--- config.mk ---
export PLATFORM = sky130hd
export DESIGN_NAME = prefetch_unit
export DESIGN_NICKNAME = d
export VERILOG_FILES = /design/src/rtl/v6502_pkg.sv /design/src/rtl/byte_queue.sv /design/src/rtl/prefetch_unit.sv
export SDC_FILE = /design/constraint.sdc
export NUM_CORES = 1
export LEC_CHECK = 0
export BUFFER_PORTS_ARGS = -buffer_cell sky130_fd_sc_hd__buf_2
export CORE_ASPECT_RATIO = 0.5
export CORE_MARGIN = 1.5
export CORE_UTILIZATION = 58
export DETAILED_ROUTE_END_ITERATION = 16
export PLACE_DENSITY = 0.78
export SLEW_MARGIN = 20
export SYNTH_ARGS = -nofsm -noshare
export SYNTH_HDL_FRONTEND = slang
export SYNTH_SLANG_ARGS = --single-unit
--- constraint.sdc ---
create_clock -name clk -period 7.3 [get_ports clk]
set_input_delay 0.73 -clock clk [delete_from_list [all_inputs] [get_ports clk]]
set_output_delay 0.73 -clock clk [all_outputs]
set_load 0.005 [all_outputs]
--- src/rtl/v6502_pkg.sv ---
// v6502_pkg: types shared by the instruction prefetch front end.
// FSM states, reset fetch address and instruction length encoding.
package v6502_pkg;

  localparam logic [15:0] V6502_RESET_PC = 16'h0200;

  typedef enum logic [1:0] {
    S_IDLE = 2'd0,
    S_REQ  = 2'd1,
    S_WAIT = 2'd2,
    S_DROP = 2'd3
  } fetch_state_e;

  typedef enum logic [1:0] {
    LEN_NONE = 2'd0,
    LEN_1    = 2'd1,
    LEN_2    = 2'd2,
    LEN_3    = 2'd3
  } ins_len_e;

  function automatic logic len_fits(
    input logic [1:0] len,
    input logic [7:0] avail
  );
    return (len != LEN_NONE) &&
           ({6'b0, len} <= avail);
  endfunction

endpackage

--- src/rtl/byte_queue.sv ---
// byte_queue: circular byte store with push, pop-by-N and flush.
// Exposes the three bytes at the head for opcode/operand peeking.
module byte_queue #(
  parameter int DEPTH = 16
) (
  input  logic                    clk,
  input  logic                    reset,
  input  logic                    flush,
  input  logic                    push,
  input  logic [7:0]              push_data,
  input  logic                    pop,
  input  logic [1:0]              pop_len,
  output logic [7:0]              peek0,
  output logic [7:0]              peek1,
  output logic [7:0]              peek2,
  output logic [$clog2(DEPTH):0]  count
);

  localparam int AW = $clog2(DEPTH);
  localparam int CW = AW + 1;

  logic [7:0]    mem [DEPTH];
  logic [AW-1:0] head;
  logic [AW-1:0] tail;
  logic [CW-1:0] pop_amt;

  assign pop_amt = pop ? CW'(pop_len) : '0;

  // pointers and occupancy; a flush empties the queue
  always_ff @(posedge clk) begin
    if (reset || flush) begin
      head  <= '0;
      tail  <= '0;
      count <= '0;
    end else begin
      if (push)
        tail <= tail + AW'(1);
      if (pop)
        head <= head + AW'(pop_len);
      count <= count + CW'(push) - pop_amt;
    end
  end

  // byte storage, written at the tail
  always_ff @(posedge clk) begin
    if (push && !flush && !reset)
      mem[tail] <= push_data;
  end

  assign peek0 = mem[head];
  assign peek1 = mem[head + AW'(1)];
  assign peek2 = mem[head + AW'(2)];

endmodule

--- src/rtl/prefetch_unit.sv ---
// prefetch_unit: byte-wide instruction fetch into a small queue.
// One read outstanding at a time; redirects flush and refetch.
module prefetch_unit
  import v6502_pkg::*;
#(
  parameter int          DEPTH    = 16,
  parameter logic [15:0] RESET_PC = V6502_RESET_PC
) (
  input  logic                    clk,
  input  logic                    reset,
  output logic                    mem_req,
  output logic [15:0]             mem_addr,
  input  logic                    mem_gnt,
  input  logic                    mem_rvalid,
  input  logic [7:0]              mem_rdata,
  output logic [7:0]              q_byte0,
  output logic [7:0]              q_byte1,
  output logic [7:0]              q_byte2,
  output logic [$clog2(DEPTH):0]  q_count,
  output logic [15:0]             head_pc,
  input  logic                    dec_pop,
  input  logic [1:0]              dec_len,
  input  logic                    redirect,
  input  logic [15:0]             redirect_pc,
  output logic                    pop_err
);

  localparam int CW = $clog2(DEPTH) + 1;
  localparam logic [CW-1:0] FULL = CW'(DEPTH);

  fetch_state_e  state;
  logic [15:0]   fetch_pc;
  logic          pop_fits;
  logic          pop_go;
  logic          push_go;
  logic          space;
  logic [CW-1:0] pop_amt;
  logic [CW-1:0] cnt_next;

  assign pop_fits = len_fits(dec_len, 8'(q_count));
  assign pop_go   = dec_pop && pop_fits && !redirect;
  assign push_go  = (state == S_WAIT) && mem_rvalid &&
                    !redirect;
  assign pop_amt  = pop_go ? CW'(dec_len) : '0;
  assign cnt_next = q_count + CW'(push_go) - pop_amt;
  assign space    = cnt_next < FULL;
  assign mem_addr = fetch_pc;

  byte_queue #(
    .DEPTH(DEPTH)
  ) u_queue (
    .clk       (clk),
    .reset     (reset),
    .flush     (redirect),
    .push      (push_go),
    .push_data (mem_rdata),
    .pop       (pop_go),
    .pop_len   (dec_len),
    .peek0     (q_byte0),
    .peek1     (q_byte1),
    .peek2     (q_byte2),
    .count     (q_count)
  );

  // fetch sequencer, PC tracking and pop error pulse
  always_ff @(posedge clk) begin
    if (reset) begin
      state    <= S_IDLE;
      mem_req  <= 1'b0;
      fetch_pc <= RESET_PC;
      head_pc  <= RESET_PC;
      pop_err  <= 1'b0;
    end else begin
      pop_err <= dec_pop && !redirect && !pop_fits;
      if (redirect) begin
        head_pc  <= redirect_pc;
        fetch_pc <= redirect_pc;
      end else begin
        if (pop_go)
          head_pc <= head_pc + 16'(dec_len);
        if (push_go)
          fetch_pc <= fetch_pc + 16'd1;
      end
      unique case (state)
        S_IDLE: begin
          if (redirect || space) begin
            state   <= S_REQ;
            mem_req <= 1'b1;
          end
        end
        S_REQ: begin
          if (redirect) begin
            state   <= mem_gnt ? S_DROP : S_IDLE;
            mem_req <= 1'b0;
          end else if (mem_gnt) begin
            state   <= S_WAIT;
            mem_req <= 1'b0;
          end
        end
        S_WAIT: begin
          if (redirect && !mem_rvalid) begin
            state <= S_DROP;
          end else if (mem_rvalid) begin
            if (redirect || space) begin
              state   <= S_REQ;
              mem_req <= 1'b1;
            end else begin
              state <= S_IDLE;
            end
          end
        end
        S_DROP: begin
          if (mem_rvalid) begin
            state   <= S_REQ;
            mem_req <= 1'b1;
          end
        end
        default: begin
          state   <= S_IDLE;
          mem_req <= 1'b0;
        end
      endcase
    end
  end

endmodule
After elaboration in Yosys (flattened, before gate mapping)

Memory sizes are Yosys's and may differ from the RTL's. A register that Yosys moved wholly into a read port is not among the register bits.
Index checks and enable logic that the tools add are counted.

Multiply operators: 0
Div/mod/pow operators: 0
Reductions and logical operators: 22
Shifts and indexed selects: 0
Muxes and demuxes: 25
Bitwise logic cells: 0
Equal/unequal tests: 9
$lt $le $gt $ge: 2
Add/sub/neg operators: 8

Operators with widths:

| operator                                             | number |
|---|---|
| 2-to-1 mux 16 bit                                    | 4 |
| adder 16 x 1 -> 16 bit (second input constant)       | 1 |
| adder 16 x 2 -> 16 bit                               | 1 |
| 2-to-1 mux 2 bit                                     | 8 |
| logical AND 1 bit                                    | 10 |
| 2-to-1 mux 1 bit                                     | 9 |
| adder 4 x 1 -> 4 bit (second input constant)         | 2 |
| 2-to-1 mux 4 bit                                     | 2 |
| != test 2 bit (second input constant)                | 4 |
| case mux 2 bit (4 select lines)                      | 1 |
| AND reduction 4 bit                                  | 2 |
| nonzero test 2 bit                                   | 3 |
| adder 5 x 1 -> 5 bit                                 | 1 |
| less-or-equal comparator 2 x 5 -> 1 bit              | 1 |
| less-than comparator 5 bit (second input constant)   | 1 |
| subtractor 5 bit                                     | 1 |
| adder 4 x 2 -> 4 bit                                 | 1 |
| adder 4 x 2 -> 4 bit (second input constant)         | 1 |
| equality test 2 bit (second input constant)          | 2 |
| logical NOT 1 bit                                    | 4 |
| case mux 1 bit (4 select lines)                      | 1 |
| != test 3 x 2 -> 1 bit (second input constant)       | 1 |
| != test 3 bit (second input constant)                | 1 |
| equality test 2 x 1 -> 1 bit (second input constant) | 1 |
| other kinds (2)                                      | 3 |

Bits in latches: 0
Input port bits: 32
Logic and storage cells: 75
Bits in read-only memories: 0
Memories kept: 1
Flip-flop bits (word level): 49
Memory bits (writable): 128
Output and inout bits: 63

Memories:

| name        | depth | width | rd ports | clocked after Yosys merged registers in | write ports | RTL line         | source |
|---|---|---|---|---|---|---|---|
| u_queue.mem | 16    | 8     | 3        | 1                                       | 1           | byte_queue.sv:22 | `logic [7:0] mem [DEPTH];` |

Longest topological paths before layout

Gate-level depths: netlist (run 1).

Depth in word-level cells: 12
Mapped depth: 16
Depth with buffers taken out: 15

By module

Synthesis (run 1) repeated with hierarchy kept, for this count alone.

Cell total of the unflattened synthesis: 760
Area, all modules: 10,485.1 um^2

Modules (own cells, without submodules):

| module        | cells an instance | seq. area each (um^2) | area an instance (um^2) | instances |
|---|---|---|---|---|
| byte_queue    | 484               | 4,184.0               | 8,126.5                 | 1 |
| prefetch_unit | 276               | 720.7                 | 2,358.5                 | 1 |

Worst setup path before layout (run 1)

OpenSTA, ideal clock, no wires.

Path type: in2reg
Start: input port dec_len[0]
End: register state[0]
Data required time: 7,209 ps
Path buffers: 1
Cell stages on the path: 16
Data arrival time: 3,468 ps
Setup time: 91 ps
Path slack: 3,741 ps
Cells stage by stage: inv_1 -> ha_1 -> nand4b_1 -> o2111ai_4 -> and2_1 -> buf_2 -> and3_1 -> ha_1 -> inv_1 -> ha_1 -> fa_1 -> a21oi_1 -> o21bai_1 -> mux2i_1 -> and2_1 -> a311oi_1

Word-level cells in the longest chain between the ends: 12
Elaborated cells on any way between the ends: 15
Classes of those cells: add/sub (1); order compare (2); eq/ne (1); mux (5); reduce/logical (6)

RTL lines:

| what                                                                                 | RTL line                                  | source |
|---|---|---|
| start, declared                                                                      | prefetch_unit.sv:22                       | `input logic [1:0] dec_len,` |
| less-or-equal comparator 2 x 5 -> 1 bit / nonzero test 2 bit (equally long branches) | v6502_pkg.sv:26, v6502_pkg.sv:25          |  |
| logical AND 1 bit                                                                    | v6502_pkg.sv:25                           | `return (len != LEN_NONE) &&` |
| logical AND 1 bit (2 in a row)                                                       | prefetch_unit.sv:41                       | `assign pop_go = dec_pop && pop_fits && !redirect;` |
| 2-to-1 mux 2 bit (*)                                                                 | prefetch_unit.sv:44                       | `assign pop_amt = pop_go ? CW'(dec_len) : '0;` |
| subtractor 5 bit (*)                                                                 | --                                        |  |
| less-than comparator 5 bit (*)                                                       | prefetch_unit.sv:46                       | `assign space = cnt_next < FULL;` |
| logical OR 1 bit (*)                                                                 | prefetch_unit.sv:86, prefetch_unit.sv:104 |  |
| 2-to-1 mux 1 bit                                                                     | prefetch_unit.sv:104                      | `if (redirect \|\| space) begin` |
| 2-to-1 mux 2 bit                                                                     | prefetch_unit.sv:103                      | `end else if (mem_rvalid) begin` |
| 2-to-1 mux 2 bit                                                                     | prefetch_unit.sv:101                      | `if (redirect && !mem_rvalid) begin` |
| case mux 2 bit (4 select lines)                                                      | prefetch_unit.sv:84                       | `unique case (state)` |
| end signal, assigned                                                                 | prefetch_unit.sv:93                       | `state <= mem_gnt ? S_DROP : S_IDLE;` |
| end, declared                                                                        | prefetch_unit.sv:31                       | `fetch_state_e state;` |

Every way passes the cells marked *; elsewhere a longest branch is shown, timed or not. The select of a mux whose other input is x is not followed.
A chain may end at the register's enable or synchronous reset.

Final worst setup path (run 1)

Start: register u_queue.head[1]
End: output port q_byte2[2]

Word-level cells in the longest chain between the ends: 2

RTL lines:

| what                     | RTL line            | source |
|---|---|---|
| start, declared          | byte_queue.sv:23    | `logic [AW-1:0] head;` |
| start signal, assigned   | byte_queue.sv:39    | `head <= head + AW'(pop_len);` |
| adder 4 x 2 -> 4 bit     | byte_queue.sv:52    | `assign peek2 = mem[head + AW'(2)];` |
| memory read (16 x 8 bit) | --                  |  |
| end, declared            | prefetch_unit.sv:18 | `output logic [7:0] q_byte2,` |

Every way passes these cells.

==> reports/qor.yml, run 1 <==
status: "complete, no violations"
synth-compound-area-share_pct: 4.69
hold_ws_ns: 0.532
ant_nets: 0
antenna_found_initial: 0
ys_top_cells_by_count: "edfxtp_1, mux4_2, dfxtp_1, inv_1, nor2_1"
die_area_mm2: 0.0179
synthCells: 642
combPwrFrac_pct: 12.4
wl_mm: 23.6
synth.area.top_cells: "edfxtp_1, mux4_2, dfxtp_1"
detailed_place_hpwl_mm: 15.5
peakVddDrop_mv: 0.138
via_per_inst: 6.68
grt_overflow: 0
cts_setup_buffers: 0
synth_top_family_by_area: "multiplexers"
cellLeakagePower_nw: 3.81
worstPathRequired_ns: 6.57
via_count: 6456
async_flop_share_pct: 0
syn_avg_cell_area_um2: 15.4
cts_buffer_depth: 2
period_share_pct: 57.2
grt_usage_pct: 27.9
synth-simple-area-share_pct: 6.82
crit_fanout: 30
wire_per_inst_um: 24.4
tns_ns: 0
worstSetupStartpointType: "register"
power_density_mw_per_mm2: 209
synthesis.area_mm2: 0.00989
yosysMostFrequentCell: "edfxtp_1"
relSlewSlack_pct: 27.0
p_seq_share_pct: 49.2
die_w_um: 188
period_needed_ns: 4.17
worst_clock_skew_ns: 0.0152
synth_edf_count: 128
drcViolationCount: 0
worst_setup_path_end_kind: "output pin"
p_switching_w: 0.000616
worst_skew_pair.late_latency_ns: 0.43
yosys_warnings: 0
synth_cell_types: 55
hold_viol: 0
clkPwrFrac_pct: 38.5
yosysTopAreaCellShare_pct: 38.9
synth-xor-area-share_pct: 3.37
coreArea_mm2: 0.0165
numPortBuffers: 94
grt_pass1_wl_mm: 36.6
cts_root_buf: "clkbuf_16"
syn_to_final_growth_pct: 12.7
cts.sinks: 181
initial_core_util_pct: 59.9
cts_tree: "built"
ctsResizeCount: 0
grt_pass1_vias: 6217
layout.nets: 786
synth_nets: 702
place_congestion: 0.826
cts_buffers: 17
drtIter0Drc: 692
fmax_ghz: 0.240
cts_hold_buf: 0
worstPathArrival_ns: 3.44
hp-class: "register to register"
swShare_pct: 26.4
finalSetupViolations: 0
r2r-start: "u_queue.count[1]"
synth_mux_area_share_pct: 28.3
ys_seq_area_share_pct: 49.6
grt_max_degree: 58
max_cap_viol_count: 0
worst_slack_ns: 3.13
synthAdderAreaFrac_pct: 3.77
worst_slew_pin_slew_ns: 1.09
ys_ff_latch: 181
htreeDepth: 4
place_worst_setup_slack_ns: 3.14
grt_setup_unrepaired: "false"
crit_type: "register to output pin"
slew_violations: 0
crit_start: "u_queue.head[1]"
clk_pin_slew_ns: 0.07
drtPass1Iterations: 5
p_int_w: 0.00172
core.rowCount: 33
yosysTopAreaCell: "edfxtp_1"
synth_ff_type: "edfxtp_1"
total_power_w: 0.00233
ioPinCount: 95
die_h_um: 95.3
n_antenna_cell: 0
min_from: "u_queue.tail[1]"
drive_gt1_share_pct: 35.5
## metrics by stage
step | utilization (%) | std cells | cell area (µm²)
4_1_cts | 67.3 | 966 | 11100
3_3_place_gp | 63.8 | 934 | 10500
3_5_place_dp | 63.8 | 934 | 10500
6_report | 67.5 | 966 | 11100
2_1_floorplan | - | 642 | 9890
5_1_grt | 67.5 | 966 | 11100
## cell type report
type	count	area, µm²
flip-flops and latches	181	4910
repair buffers	106	564
clock buffers	17	425
multi-input cells	381	4660
inverters	39	146
clock inverters	15	158
fillers	1117	5370
well taps	227	284
## kinds of logic after synthesis
group / after synthesis
AO/OA/AOI/OAI: 69
flip-flops: 181
XOR/XNOR: 38
AND/OR/NAND/NOR: 121
adder cells (fa/ha/maj): 28
buffers and inverters: 80
multiplexers: 125
## layer usage
| layer | wire length [µm] | vias up | global-route usage, % |
|---|---|---|---|
| met3 | 2740 | 35 | 6.74 |
| met2 | 10800 | 404 | 43.2 |
| li1 | - | 2738 | - |
| met1 | 9740 | 3279 | 40.4 |
| met4 | 338 | 0 | 6.93 |
| met5 | 0 | - | 0 |
## path summary, 6_finish.rpt
kind	slack (ns)	cells after the start	end
worst max register to register	3.59	15	state[0]
worst max-delay path	3.13	6	q_byte2[2]
worst min-delay path	0.53	2	u_queue.tail[1]
worst min register to register	0.53	2	u_queue.tail[1]
## critical path, stage by stage (launching register included)
cell and delay [ns]:
dfxtp_1 0.57, buf_4 0.50, ha_1 0.26, xor2_1 0.62, buf_4 0.30, mux4_1 0.60
buf_2 0.15
## registers in the layout, summed over array words and instances (netlist names), named ones only
register and count:
pop_err 1, u_queue.mem 128, state 2, mem_req 1, u_queue.count 5, u_queue.tail 4
head_pc 16, mem_addr 16, u_queue.head 4
## power by group through the flow
stage	Clock, W	Combinational, W	Sequential (W)
after global placement	0	0.000280	0.00117
after floorplan	0	0.000203	0.00116
after CTS	0.000906	0.000288	0.00115
after detailed placement	0	0.000287	0.00117
after global routing	0.000944	0.000315	0.00115
final	0.000897	0.000288	0.00115
## cells in the final DEF, fill, tap and decap left out, types with 7 or more instances in the layout
| master | netlist | routed |
|---|---|---|
| nand4_1 | 9 | 9 |
| and2_1 | 13 | 13 |
| mux4_1 | 11 | 11 |
| edfxtp_1 | 128 | 128 |
| a21oi_1 | 23 | 23 |
| a21boi_0 | 21 | 21 |
| nand3_1 | 16 | 16 |
| ha_1 | 25 | 25 |
| clkbuf_16 | 0 | 17 |
| inv_1 | 39 | 39 |
| dfxtp_1 | 53 | 51 |
| xnor2_1 | 14 | 13 |
| nor3_1 | 8 | 7 |
| mux4_2 | 109 | 109 |
| buf_2 | 12 | 94 |
| buf_4 | 2 | 11 |
| nor2_1 | 29 | 27 |
| xor2_1 | 24 | 24 |
| nand2_1 | 15 | 15 |
No activity file was read; power rests on OpenSTA's default activity.
==> inputs of run 2 (changes only) <==
--- a/config.mk
+++ b/config.mk
@@ -8,9 +8,9 @@
 export BUFFER_PORTS_ARGS = -buffer_cell sky130_fd_sc_hd__buf_2
 export CORE_ASPECT_RATIO = 0.5
 export CORE_MARGIN = 1.5
-export CORE_UTILIZATION = 58
+export CORE_UTILIZATION = 54
 export DETAILED_ROUTE_END_ITERATION = 16
-export PLACE_DENSITY = 0.78
+export PLACE_DENSITY = 0.77
 export SLEW_MARGIN = 20
 export SYNTH_ARGS = -nofsm -noshare
 export SYNTH_HDL_FRONTEND = slang
==> constraint.sdc (replaced) <==
create_clock -name clk -period 3.4 [get_ports clk]
set_input_delay 0.34 -clock clk [delete_from_list [all_inputs] [get_ports clk]]
set_output_delay 0.34 -clock clk [all_outputs]
set_load 0.005 [all_outputs]
==> run 2 against run 1 <==
Critical endpoint is now state[0]. Critical path depth up 9. Sequential share of layout area decreased by 0.62 points. Utilization fell by 3.4 points. Global-route usage shrank 0.32 points. Routed wire length is 6.7% higher. Clock power up 120%. Highest routed layer unchanged. Worst setup slack worse by 3.0 ns. Register-to-register slack worse by 3.4 ns. Cell count increased by 2.8%. First-iteration DRC count is 11% lower. Clock skew fell by 0.0065 ns.
==> reports/qor.yml, run 2 (synthesis results as in run 1) <==
final_common_cell: "edfxtp_1"
antenna_found_initial: 0  # unchanged
grt_usage_pct: 27.5  # -0.32 points
initial_core_util_pct: 56.0  # -3.9 points
clkPwrFrac_pct: 38.8  # +0.3 points
relSlewSlack_pct: 47.4  # +20 points
place_congestion: 0.807  # -2.2%
die_h_um: 98.7  # +3.5%
cts_root_buf: "clkbuf_16"
slew_violations: 0  # unchanged
drtIter0Drc: 617  # -11%
p_int_w: 0.00378  # +120%
top_register: "u_queue.mem"
numPortBuffers: 94  # unchanged
cts_hold_buf: 0  # unchanged
fmax_ghz: 0.307
wire_per_inst_um: 25.4  # +3.8%
fill_cells: 1220  # +9.2%
die_area_mm2: 0.0192  # +7.2%
grt_max_degree: 44  # -24%
power_density_mw_per_mm2: 452  # +120%
place_worst_setup_slack_ns: 0.0779  # -3.06 ns
detailed_place_hpwl_mm: 16.2  # +4.0%
via_per_inst: 6.57  # -1.7%
p_seq_share_pct: 48.3  # -0.9 points
via_count: 6523  # +1.0%
critPathSlowestCell: "fa_1"
p_switching_w: 0.00133  # +120%
cts_buffers: 17  # unchanged
layout.nets: 806  # +2.5%
min_from: "redirect_pc[9]"
period_needed_ns: 3.26
cp_num_buf_inv: 2  # -1
ant_nets: 0  # unchanged
regArea_mm2: 0.00491  # about the same
multiInputGateArea_mm2: 0.00465  # -0.16%
grt_pass1_vias: 6551  # +5.4%
wl_mm: 25.2  # +6.7%
clk_pin_slew_ns: 0.08  # about the same
grt_setup_unrepaired: "true"
swShare_pct: 26.1  # -0.34 points
crit_fanout: 3  # -90%
max_cap_viol_count: 0  # unchanged
period_share_pct: 95.8
ioPinCount: 95  # unchanged
drive_gt1_share_pct: 37.0  # +1.6 points
path_cells: "inv_1 -> ha_1 -> nand4b_1 -> o2111ai_4 -> and2_1 -> and3_1 -> ha_1 -> inv_1 -> ha_1 -> fa_1 -> a21oi_2 -> o21bai_1 -> mux2i_1 -> and2_1 -> a311oi_1"
hp-class: "input port to register"
slowest_delay_ns: 0.42  # -0.20 ns
drcViolationCount: 0  # unchanged
grt_overflow: 0  # unchanged
cts_buffer_depth: 2  # unchanged
tns_ns: 0  # unchanged
peakVddDrop_mv: 0.422  # +200%
worst_clock_skew_ns: 0.00862  # -0.00654 ns
worstPathRequired_ns: 3.74  # -2.83 ns
worstPathArrival_ns: 3.59  # +0.15 ns
cellLeakagePower_nw: 3.92  # +3.0%
finalSetupViolations: 0  # unchanged
syn_to_final_growth_pct: 14.3
worst_slew_pin_slew_ns: 0.789  # -0.298 ns
cts_tree: "built"
r2r-start: "u_queue.count[1]"
crit_type: "register to register"
worst_slack_ns: 0.141  # -2.99 ns
final_cell_mix: "edfxtp_1, mux4_2, buf_2, dfxtp_1, inv_1"
placed_cell_area_mm2: 0.0107  # +1.6%
worstSetupStartpointType: "register"
crit_family: "adder cells"
crit_top_cell: "ha_1"
status: "complete, no violations"
core.rowCount: 34  # +3.0%
combPwrFrac_pct: 12.9  # +0.5 points
drtPass1Iterations: 5  # unchanged
hold_viol: 0  # unchanged
stdcell_area_mm2: 0.0113  # +1.5%
worst_skew_pair.late_latency_ns: 0.43  # about the same
grt_pass1_wl_mm: 39.0  # +6.5%
largest_register_ffs: 128  # unchanged
htreeDepth: 4  # unchanged
die_w_um: 194  # +3.6%
cts.sinks: 181  # unchanged
n_antenna_cell: 0  # unchanged
hold_ws_ns: 0.162  # -0.370 ns
worst_setup_path_end_kind: "register"
coreArea_mm2: 0.0177  # +6.9%
crit_start: "u_queue.count[1]"
run 2: cell type report:
cell class	instances	share of cell area (%)
Clock buffer	17	3.76
Clock inverter	15	1.41
Timing Repair Buffer	126	6.40
Sequential cell	181	43.4
Tap cell	234	2.59
Multi-Input combinational cell	381	41.1
Inverter	39	1.29
run 2: layer usage:
layer,routed length (µm),global-route usage (%),part of all wire (%)
met1,10500,38.7,42
met5,0,0,0
met2,11400,41.4,45
met4,557,8.59,2.2
met3,2800,8.83,11
run 2: worst min-delay path, stage by stage:
cell and delay [ns]:
buf_2 0.07, nor3_1 0.05, a21oi_1 0.10
run 2: power groups by stage:
stage                     Clock (W)  Sequential (W)  Combinational [W]
after floorplan                   0         0.00250           0.000436
after global placement            0         0.00251           0.000624
after detailed placement          0         0.00251           0.000640
after CTS                   0.00200         0.00246           0.000646
after global routing        0.00208         0.00247           0.000723
final                       0.00198         0.00247           0.000660
run 2: worst paths after layout:
| check | endpoint | slack (ns) | depth (start not counted) |
|---|---|---|---|
| min | mem_addr[9] | 0.16 | 3 |
| max reg2reg | state[0] | 0.14 | 15 |
| min reg2reg | u_queue.tail[1] | 0.52 | 2 |
| max | state[0] | 0.14 | 15 |
run 2: through the flow:
step                      cells  power (W)  util [%]
after floorplan             642    0.00294         -
after global placement      960    0.00313      60.6
after detailed placement    960    0.00315      60.6
after CTS                   992    0.00511      63.9
after global routing        993    0.00528      64.0
final                       993    0.00511      64.0
run 2: timing repair:
item	in CTS	in global routing
resized for setup	0	3
buffers inserted	0	1
endpoints found under the setup margin	0	3
